<file path="src/rtl/lcd_hd44780_responder_pkg.sv">
// Shared constants, controller state encoding and DDRAM address helpers
// for the HD44780-class responder.
package lcd_hd44780_pkg;
    localparam logic [6:0] LINE1_FIRST = 7'h00;
    localparam logic [6:0] LINE1_LAST  = 7'h27;
    localparam logic [6:0] LINE2_FIRST = 7'h40;
    localparam logic [6:0] LINE2_LAST  = 7'h67;
    localparam logic [7:0] BLANK_CHAR  = 8'h20;
    localparam int         DDRAM_BYTES = 80;

    // Instruction decode: the highest set bit of the opcode selects the command.
    localparam int OPB_SET_DDRAM = 7;
    localparam int OPB_SET_CGRAM = 6;
    localparam int OPB_FUNC      = 5;
    localparam int OPB_SHIFT     = 4;
    localparam int OPB_DISP      = 3;
    localparam int OPB_ENTRY     = 2;
    localparam int OPB_HOME      = 1;
    localparam int OPB_CLEAR     = 0;

    typedef enum logic [1:0] {ST_INIT, ST_IDLE, ST_FILL, ST_EXEC} lcd_state_e;

    function automatic logic ac_legal(input logic [6:0] a);
        return (a <= LINE1_LAST) || ((a >= LINE2_FIRST) && (a <= LINE2_LAST));
    endfunction

    function automatic logic [6:0] ac_next(input logic [6:0] a, input logic inc);
        logic [6:0] r;
        if (inc) r = (a == LINE1_LAST) ? LINE2_FIRST : (a == LINE2_LAST) ? LINE1_FIRST : a + 7'd1;
        else     r = (a == LINE2_FIRST) ? LINE1_LAST : (a == LINE1_FIRST) ? LINE2_LAST : a - 7'd1;
        return r;
    endfunction

    // Line 2 (0x40..0x67) packs directly after line 1 in the 80-byte store.
    function automatic logic [6:0] ddram_idx(input logic [6:0] a);
        return a[6] ? a - (LINE2_FIRST - 7'd40) : a;
    endfunction
endpackage

</file>
<file path="src/rtl/lcd_hd44780_responder_if.sv">
// Host-side LCD bus: strobe/select/data from the driver, read data and BF back.
interface lcd_hd44780_responder_if;
    logic       en;
    logic       RS;
    logic       RW;
    logic [7:0] LCD;
    logic [7:0] LCD_out;
    logic       LCD_oe;
    logic       busy;

    modport master (output en, RS, RW, LCD, input LCD_out, LCD_oe, busy);
    modport slave  (input en, RS, RW, LCD, output LCD_out, LCD_oe, busy);
endinterface

</file>
<file path="src/rtl/lcd_en_sync.sv">
// Synchronizes the asynchronous LCD bus, detects en edges and qualifies
// each transaction against the minimum enable width.
module lcd_en_sync #(
    parameter int EN_MIN_CYCLES = 2
) (
    input  logic       clk,
    input  logic       rstBt,
    input  logic       en_i,
    input  logic       rs_i,
    input  logic       rw_i,
    input  logic [7:0] data_i,
    output logic       rise_o,
    output logic       commit_o,
    output logic       short_o,
    output logic       rs_o,
    output logic       rw_o,
    output logic [7:0] data_o
);
    localparam int            CW    = $clog2(EN_MIN_CYCLES + 1);
    localparam logic [CW-1:0] MIN_W = CW'(EN_MIN_CYCLES);

    logic [10:0]   s1_q, s2_q;
    logic          en_q;
    logic [CW-1:0] width_q;
    logic [9:0]    cap_q;
    logic          en_s, fall;

    always_ff @(posedge clk or negedge rstBt) begin
        if (!rstBt) begin
            s1_q    <= '0;
            s2_q    <= '0;
            en_q    <= 1'b0;
            width_q <= '0;
            cap_q   <= '0;
        end else begin
            s1_q <= {en_i, rs_i, rw_i, data_i};
            s2_q <= s1_q;
            en_q <= en_s;
            // Saturates at the minimum; only "long enough" matters.
            if (!en_s)                width_q <= '0;
            else if (width_q != MIN_W) width_q <= width_q + CW'(1);
            if (rise_o) cap_q <= s2_q[9:0];
        end
    end

    assign en_s     = s2_q[10];
    assign rise_o   = en_s & ~en_q;
    assign fall     = ~en_s & en_q;
    assign commit_o = fall & (width_q == MIN_W);
    assign short_o  = fall & (width_q != MIN_W);
    // Fields are visible in the rise cycle itself so read data can be launched then.
    assign {rs_o, rw_o, data_o} = rise_o ? s2_q[9:0] : cap_q;
endmodule

</file>
<file path="src/rtl/lcd_hd44780_responder.sv">
// HD44780-class display-side responder: instruction decode, 80-byte DDRAM,
// address counter, busy timing, host read-back and a debug read port.
module lcd_hd44780_responder
    import lcd_hd44780_pkg::*;
#(
    parameter int CMD_CYCLES    = 37,
    parameter int CLEAR_CYCLES  = 1520,
    parameter int EN_MIN_CYCLES = 2
) (
    input  logic                          clk,
    input  logic                          rstBt,
    lcd_hd44780_responder_if.slave        bus,
    output logic [6:0]                    cursor_addr,
    output logic [2:0]                    disp_flags,
    output logic [4:0]                    mode_flags,
    input  logic [6:0]                    dbg_addr,
    output logic [7:0]                    dbg_char,
    output logic                          protocol_err
);
    localparam int            CW       = $clog2(CLEAR_CYCLES + 1);
    localparam logic [6:0]    LAST_IDX = 7'(DDRAM_BYTES - 1);

    lcd_state_e  state_q, state_d;
    logic [CW-1:0] cnt_q, cnt_d;
    logic [6:0]  fill_q, fill_d, ac_q, ac_d;
    logic [2:0]  disp_q, disp_d;
    logic [4:0]  mode_q, mode_d;     // {I/D, S, DL, N, F}
    logic        err_q, err_d, oe_q, oe_d;
    logic [7:0]  out_q, out_d, dbg_q;
    logic [7:0]  mem_q [DDRAM_BYTES];
    logic        mem_we;
    logic [6:0]  mem_wa;
    logic [7:0]  mem_wd, rd_char;
    logic        rise, commit, short_p, rs_cur, rw_cur, busy_w;
    logic [7:0]  d;

    lcd_en_sync #(.EN_MIN_CYCLES(EN_MIN_CYCLES)) u_sync (
        .clk(clk), .rstBt(rstBt), .en_i(bus.en), .rs_i(bus.RS), .rw_i(bus.RW), .data_i(bus.LCD),
        .rise_o(rise), .commit_o(commit), .short_o(short_p), .rs_o(rs_cur), .rw_o(rw_cur), .data_o(d)
    );

    assign busy_w  = (state_q != ST_IDLE);
    assign rd_char = ac_legal(ac_q) ? mem_q[ddram_idx(ac_q)] : 8'h00;

    always_comb begin
        state_d = state_q;
        cnt_d   = cnt_q;
        fill_d  = fill_q;
        ac_d    = ac_q;
        disp_d  = disp_q;
        mode_d  = mode_q;
        err_d   = err_q;
        oe_d    = oe_q;
        out_d   = out_q;
        mem_we  = 1'b0;
        mem_wa  = fill_q;
        mem_wd  = BLANK_CHAR;

        unique case (state_q)
            ST_INIT, ST_FILL: begin
                mem_we = 1'b1;
                fill_d = fill_q + 7'd1;
                if (fill_q == LAST_IDX) begin
                    fill_d = '0;
                    if (state_q == ST_INIT || CLEAR_CYCLES == DDRAM_BYTES) state_d = ST_IDLE;
                    else begin
                        state_d = ST_EXEC;
                        cnt_d   = CW'(CLEAR_CYCLES - DDRAM_BYTES);
                    end
                end
            end
            ST_EXEC: begin
                cnt_d = cnt_q - CW'(1);
                if (cnt_q == CW'(1)) state_d = ST_IDLE;
            end
            default: ;
        endcase

        if (rise && rw_cur) begin
            oe_d  = 1'b1;
            out_d = rs_cur ? rd_char : {busy_w, ac_q};
        end
        if (short_p) begin
            oe_d  = 1'b0;
            err_d = 1'b1;
        end

        if (commit) begin
            oe_d = 1'b0;
            if (!rw_cur) begin
                if (busy_w) err_d = 1'b1;
                else if (rs_cur) begin
                    if (ac_legal(ac_q)) begin
                        mem_we  = 1'b1;
                        mem_wa  = ddram_idx(ac_q);
                        mem_wd  = d;
                        ac_d    = ac_next(ac_q, mode_q[4]);
                        state_d = ST_EXEC;
                        cnt_d   = CW'(CMD_CYCLES);
                    end else err_d = 1'b1;
                end else begin
                    state_d = ST_EXEC;
                    cnt_d   = CW'(CMD_CYCLES);
                    if (d[OPB_SET_DDRAM]) ac_d = d[6:0];
                    else if (d[OPB_SET_CGRAM]) begin
                        // CGRAM is not modelled; the command is only busy-timed.
                    end else if (d[OPB_FUNC]) begin
                        mode_d[2:0] = d[4:2];
                        if (!d[4]) err_d = 1'b1;
                    end else if (d[OPB_SHIFT]) begin
                        if (!d[3]) ac_d = ac_next(ac_q, d[2]);
                    end else if (d[OPB_DISP]) disp_d = d[2:0];
                    else if (d[OPB_ENTRY]) mode_d[4:3] = d[1:0];
                    else if (d[OPB_HOME]) begin
                        ac_d  = '0;
                        cnt_d = CW'(CLEAR_CYCLES);
                    end else if (d[OPB_CLEAR]) begin
                        ac_d      = '0;
                        mode_d[4] = 1'b1;
                        fill_d    = '0;
                        state_d   = ST_FILL;
                    end
                end
            end else if (rs_cur) begin
                if (ac_legal(ac_q)) ac_d = ac_next(ac_q, mode_q[4]);
                else err_d = 1'b1;
            end
        end
    end

    always_ff @(posedge clk or negedge rstBt) begin
        if (!rstBt) begin
            state_q <= ST_INIT;
            cnt_q   <= '0;
            fill_q  <= '0;
            ac_q    <= '0;
            disp_q  <= 3'b000;
            mode_q  <= 5'b10100;
            err_q   <= 1'b0;
            oe_q    <= 1'b0;
            out_q   <= 8'h00;
            dbg_q   <= 8'h00;
        end else begin
            state_q <= state_d;
            cnt_q   <= cnt_d;
            fill_q  <= fill_d;
            ac_q    <= ac_d;
            disp_q  <= disp_d;
            mode_q  <= mode_d;
            err_q   <= err_d;
            oe_q    <= oe_d;
            out_q   <= out_d;
            dbg_q   <= ac_legal(dbg_addr) ? mem_q[ddram_idx(dbg_addr)] : 8'h00;
        end
    end

    // Contents are rebuilt by INIT after every reset, so the array itself is not reset.
    always_ff @(posedge clk) begin
        if (mem_we) mem_q[mem_wa] <= mem_wd;
    end

    assign bus.LCD_out   = out_q;
    assign bus.LCD_oe    = oe_q;
    assign bus.busy      = busy_w;
    assign cursor_addr   = ac_q;
    assign disp_flags    = disp_q;
    assign mode_flags    = mode_q;
    assign dbg_char      = dbg_q;
    assign protocol_err  = err_q;
endmodule

</file>
<file path="src/flat_wrapper.sv">
// flat-port wrapper written by rule: the top's interface ports become plain ports
module lcd_hd44780_responder_flat import lcd_hd44780_pkg::*;
#(
    parameter int CMD_CYCLES    = 37,
    parameter int CLEAR_CYCLES  = 1520,
    parameter int EN_MIN_CYCLES = 2
)
  (clk, rstBt, cursor_addr, disp_flags, mode_flags, dbg_addr, dbg_char, protocol_err, bus_en, bus_RS, bus_RW, bus_LCD, bus_LCD_out, bus_LCD_oe, bus_busy);
  lcd_hd44780_responder_if bus_i ();
  input  logic clk;
  input  logic rstBt;
  output logic [6:0] cursor_addr;
  output logic [2:0] disp_flags;
  output logic [4:0] mode_flags;
  input  logic [6:0] dbg_addr;
  output logic [7:0] dbg_char;
  output logic protocol_err;
  input wire logic [$bits(bus_i.en)-1:0] bus_en;
  input wire logic [$bits(bus_i.RS)-1:0] bus_RS;
  input wire logic [$bits(bus_i.RW)-1:0] bus_RW;
  input wire logic [$bits(bus_i.LCD)-1:0] bus_LCD;
  output wire logic [$bits(bus_i.LCD_out)-1:0] bus_LCD_out;
  output wire logic [$bits(bus_i.LCD_oe)-1:0] bus_LCD_oe;
  output wire logic [$bits(bus_i.busy)-1:0] bus_busy;
  assign bus_i.en = bus_en;
  assign bus_i.RS = bus_RS;
  assign bus_i.RW = bus_RW;
  assign bus_i.LCD = bus_LCD;
  assign bus_LCD_out = bus_i.LCD_out;
  assign bus_LCD_oe = bus_i.LCD_oe;
  assign bus_busy = bus_i.busy;
  lcd_hd44780_responder #(.CMD_CYCLES(CMD_CYCLES), .CLEAR_CYCLES(CLEAR_CYCLES), .EN_MIN_CYCLES(EN_MIN_CYCLES)) u_core (.clk(clk), .rstBt(rstBt), .bus(bus_i), .cursor_addr(cursor_addr), .disp_flags(disp_flags), .mode_flags(mode_flags), .dbg_addr(dbg_addr), .dbg_char(dbg_char), .protocol_err(protocol_err));
endmodule
</file>
<file path="config.mk">
export PLATFORM = sky130hd
export DESIGN_NAME = lcd_hd44780_responder_flat
export DESIGN_NICKNAME = d
export VERILOG_FILES = /design/src/rtl/lcd_hd44780_responder_pkg.sv /design/src/rtl/lcd_hd44780_responder_if.sv /design/src/rtl/lcd_en_sync.sv /design/src/rtl/lcd_hd44780_responder.sv /design/src/flat_wrapper.sv
export SDC_FILE = /design/constraint.sdc
export NUM_CORES = 1
export LEC_CHECK = 0
export BUFFER_PORTS_ARGS = -buffer_cell sky130_fd_sc_hd__buf_2
export CAP_MARGIN = 20
export CELL_PAD_IN_SITES_DETAIL_PLACEMENT = 0
export CELL_PAD_IN_SITES_GLOBAL_PLACEMENT = 1
export CORE_MARGIN = 4
export CORE_UTILIZATION = 50
export DETAILED_ROUTE_END_ITERATION = 8
export GPL_ROUTABILITY_DRIVEN = 0
export PLACE_DENSITY = 0.84
export SYNTH_ARGS = -nofsm -noshare
export SYNTH_HDL_FRONTEND = slang
export SYNTH_SLANG_ARGS = --single-unit
</file>
<file path="constraint.sdc">
create_clock -name clk -period 4.4 [get_ports clk]
set_clock_uncertainty 0.2 [all_clocks]
set_input_delay 0.44 -clock clk [delete_from_list [all_inputs] [get_ports clk]]
set_output_delay 0.44 -clock clk [all_outputs]
set_load 0.01 [all_outputs]
</file>
==> impl_summary.md <==
GRT
Entering global routing, the biggest net connects 104 pins. In the global route stage, met1 resource usage came out at 38.8%. The total overflow left after global routing is 0. In the global route stage, met3 resource usage came out at 4.97%. The initial antenna violation count is 3. The via count of the first global-routing pass was 22264. The global routing's busiest layer is met2. The wire length of the first global-routing pass is 150 mm. Global routing consumed, over all layers together, 27.3% of the routing resources. The met2 usage is 42.2%.

CTS
The tree is rooted in a clkbuf_16. CTS built an H-tree with a depth of 3. The worst-skew pair later-pin latency is 0.64 ns. The hold buffer count at cts is 12. The number of setup buffers added after CTS is 0.

The total CTS buffers is 75. The number of buffers between clock root and the deepest sink is 3. The post-cts resize count is 0. The TritonCTS clock tree is done.

The total number of clock tree sinks is 728. After clock tree synthesis, the clock-pin slew on the worst setup and hold paths is 0.06 ns.

Cells and area
The fraction of layout cells with a size suffix above 1 is 31.5%. Leaving out fill and tap cells, the most frequent cells in the layout are edfxtp_1 (640), mux4_2 (337), nor2_1 (144). The layout net count is 2276. The area growth from synthesis to layout is 13.1%. The layout has 5257 filler cells. Leaving out fill and tap cells, the most frequent cell in the layout is edfxtp_1. At the end of the flow the core is filled with cells to 57.0%.

Routing
For this run, design rule violations remaining after detail routing come to 0. In this run, the number of DRC markers left after iteration 0 of detailed routing was 3991. The post-detailed-route count of antenna-violating nets is 0.

The average wire per standard cell is 31.2 um. The final layout contains routed wiring with a total length of 101 mm. The first detailed-routing pass ran for 5 iterations. The number of vias per cell is 6.93. Summing over every cut layer, the via total after detailed routing is 22494.

Critical path
The slowest cell on the critical path is a2111oi_4. The arrival time at the worst endpoint is 4.06 ns. The worst reg2reg path endpoint is u_core.mem_q[17][0]. The worst register-to-register path begins at u_core.u_sync.width_q[0]. The largest incremental delay on the critical path is 0.99 ns. The internal reg-to-reg setup slack is 0.37 ns. The critical path goes through inv_1 -> ha_1 -> nand3b_1 -> a2111o_1 -> or3_2 -> nor4_4 -> a21oi_2 -> a2111oi_4. The worst setup path is launched from a register. The worst setup path is captured at a register. Along the worst path, the maximum fanout reaches 21.

The worst register-to-register path has a depth of 8. The category of the most critical setup path is register to register. At the worst endpoint, the required time is 4.43 ns. Together, buffers and inverters on the worst path number 1. The cell family contributing the most delay on the critical path is compound AO/OA/AOI/OAI gates.

Synth
The leading area contributor after synthesis is edfxtp_1. The leading register cell type out of synthesis is edfxtp_1. Yosys printed 0 warnings. The synthesized area per cell is 16.8 sq um. Yosys mapped the design onto 78 distinct sky130hd cell types. The cell area after synthesis is 0.0352 sq mm. After synthesis, the cell types taking the most area are edfxtp_1 (55%), mux4_2 (22%), dfrtp_1 (6.1%), nor2_1 (1.6%), mux2i_1 (1.5%). Sequential cells were found to cover 60.8% of the synthesized design area. Of all flip-flops after synthesis, the portion carrying an async set or reset was 12.1%.

The number of nets handed over by synthesis was 2135. The number of standard cells after synthesis is 2103. The number of synthesized flops with an enable pin is 640.

The top cell type's share of synthesized area is 54.5%. The flop and latch count out of synthesis is 728.

Floorplanning
The floorplan step defined a core boundary enclosing 0.0699 sq mm. The starting density of the core is 50.4%. The die is 273 um wide.

The floorplan has 97 rows. The die footprint is 0.0748 sq mm. The floorplan die height is 273 um.

Pin placement for this block handled 54 I/O pins.

Placed design
The number of buffer cells added on primary ports is 53. The wire-length estimate of the detail-placed layout is 67.4 mm.

STA
For the pin with the worst max-slew slack, the measured transition is 1.29 ns. The number of setup violations in the final report is 0. Setup repair after global routing left no endpoint under its margin. The count of pins over their slew limit is 0.

The achievable frequency is 0.248 GHz. The number of hold violations in the final report came to 0. Summed over all failing endpoints, the final setup total negative slack is 0 ns. The worst-case hold slack is 0.154 ns. Of the available clock period, the critical path in the final layout requires 91.6%. The minimum clock period after layout is 4.03 ns. The headroom to the max-slew limit is 13.8%.

Power and ir drop
The worst-case IR drop observed on VDD is 0.472 mV. In this run the static leakage power is 11.5 nW. The design draws 17.6 mW. For this design the ratio of total power to cell area is 441 mW/mm^2.

Outcome
The run finished with clean final reports.

Min path
Along the worst hold path, the cell count comes to 0. The min-delay analysis places its worst path in the category register to register. The worst-case hold path end point is u_core.u_sync.s2_q[9].

The hold path startpoint is u_core.u_sync.s1_q[9].

Flow run
The tool flagged a number of max-cap violations equal to 0.
[flip-flops by register name (all words and copies together), names as in the netlist]
register,cells
u_core.mode_flags,5
u_core.bus.LCD_out,8
u_core.bus.LCD_oe,1
u_core.mem_q,640
u_core.state_q,2
u_core.u_sync.en_q,1
u_core.u_sync.cap_q,10
u_core.protocol_err,1
u_core.cursor_addr,7
u_core.cnt_q,11
u_core.u_sync.width_q,2
u_core.u_sync.s1_q,11
u_core.disp_flags,3
u_core.u_sync.s2_q,11
u_core.dbg_char,8
u_core.fill_q,7
[power breakdown]
| group | total, mW | switching (mW) | internal, mW |
|---|---|---|---|
| Combinational | 3.79 | 2.50 | 1.29 |
| Sequential | 7.64 | 0.123 | 7.51 |
| Clock | 6.14 | 2.70 | 3.44 |
[through the flow]
stage / instances / cell area, sq um / worst slack, ns
after floorplan: 2103 / 35200 / -0.510
after global placement: 3092 / 37300 / 0.459
after detailed placement: 3093 / 37400 / 0.423
after CTS: 3243 / 39800 / 0.384
after global routing: 3245 / 39800 / 0.189
final: 3246 / 39800 / 0.368
[routing by layer]
| layer | vias up | part of all wire, % | wire (um) |
|---|---|---|---|
| met4 | 0 | 5.0 | 5110 |
| met1 | 11614 | 37 | 37400 |
| met3 | 256 | 12 | 11700 |
| li1 | 8967 | - | - |
| met2 | 1657 | 47 | 47100 |
| met5 | - | 0 | 0 |
[logic make-up after synthesis]
logic type      Yosys count  share of synthesized area [%]
simple gates            466                           6.28
buf+inv                 171                           2.16
flops                   728                           60.8
fa+ha+maj                12                          0.426
compound gates          265                           5.17
xor+xnor                 21                          0.522
mux                     440                           24.6
[worst max-delay path by stage]
stage | endpoint | slack, ns | depth (start not counted) | startpoint
finish | u_core.mem_q[17][0] | 0.37 | 8 | u_core.u_sync.width_q[0]
CTS | u_core.mem_q[62][2] | 0.38 | 8 | u_core.u_sync.width_q[0]
detailed placement | u_core.mem_q[62][2] | 0.42 | 8 | u_core.u_sync.width_q[0]
global route | u_core.mem_q[47][5] | 0.19 | 9 | u_core.u_sync.width_q[0]
global placement | u_core.mem_q[60][1] | 0.46 | 7 | u_core.cursor_addr[0]
floorplan | u_core.mem_q[0][1] | -0.51 | 11 | u_core.cursor_addr[3]
[worst register-to-register path: cells and delay by family, from the launching register on]
| family | cells | cell delay [ns] |
|---|---|---|
| AO/OA/AOI/OAI | 3 | 1.48 |
| adder cells (fa/ha/maj) | 1 | 0.26 |
| buffers and inverters | 1 | 0.08 |
| flip-flops | 1 | 0.40 |
| AND/OR/NAND/NOR | 3 | 1.23 |
[cell type report]
class	instances	area [sq um]	share of cell area, %
inverter	23	86.3	0.217
sequential	728	21400	53.8
multi-input combinational	1204	13200	33.0
timing repair buffer	212	1640	4.12
clock buffer	96	2010	5.04
clock inverter	42	339	0.851
antenna	1	2.50	0.00628
tap	940	1180	2.95
[cells in the mapped netlist, drive strengths merged (6+ instances only)]
cell	number
nor2	150
nand3b	16
xnor2	12
mux2i	55
o31ai	9
and2	14
a22o	6
ha	12
o21ai	41
nor4	7
o22ai	7
a211oi	22
nand4	14
nand2	109
nand2b	13
o211ai	6
buf	77
dfrtp	86
inv	22
nor2b	29
a21oi	59
edfxtp	640
xor2	9
mux2	48
a221oi	8
a32oi	15
a22oi	12
nor3	41
or3	9
nand3	49
a31oi	32
clkbuf	71
mux4	337
(Power assumes the default switching activity.)
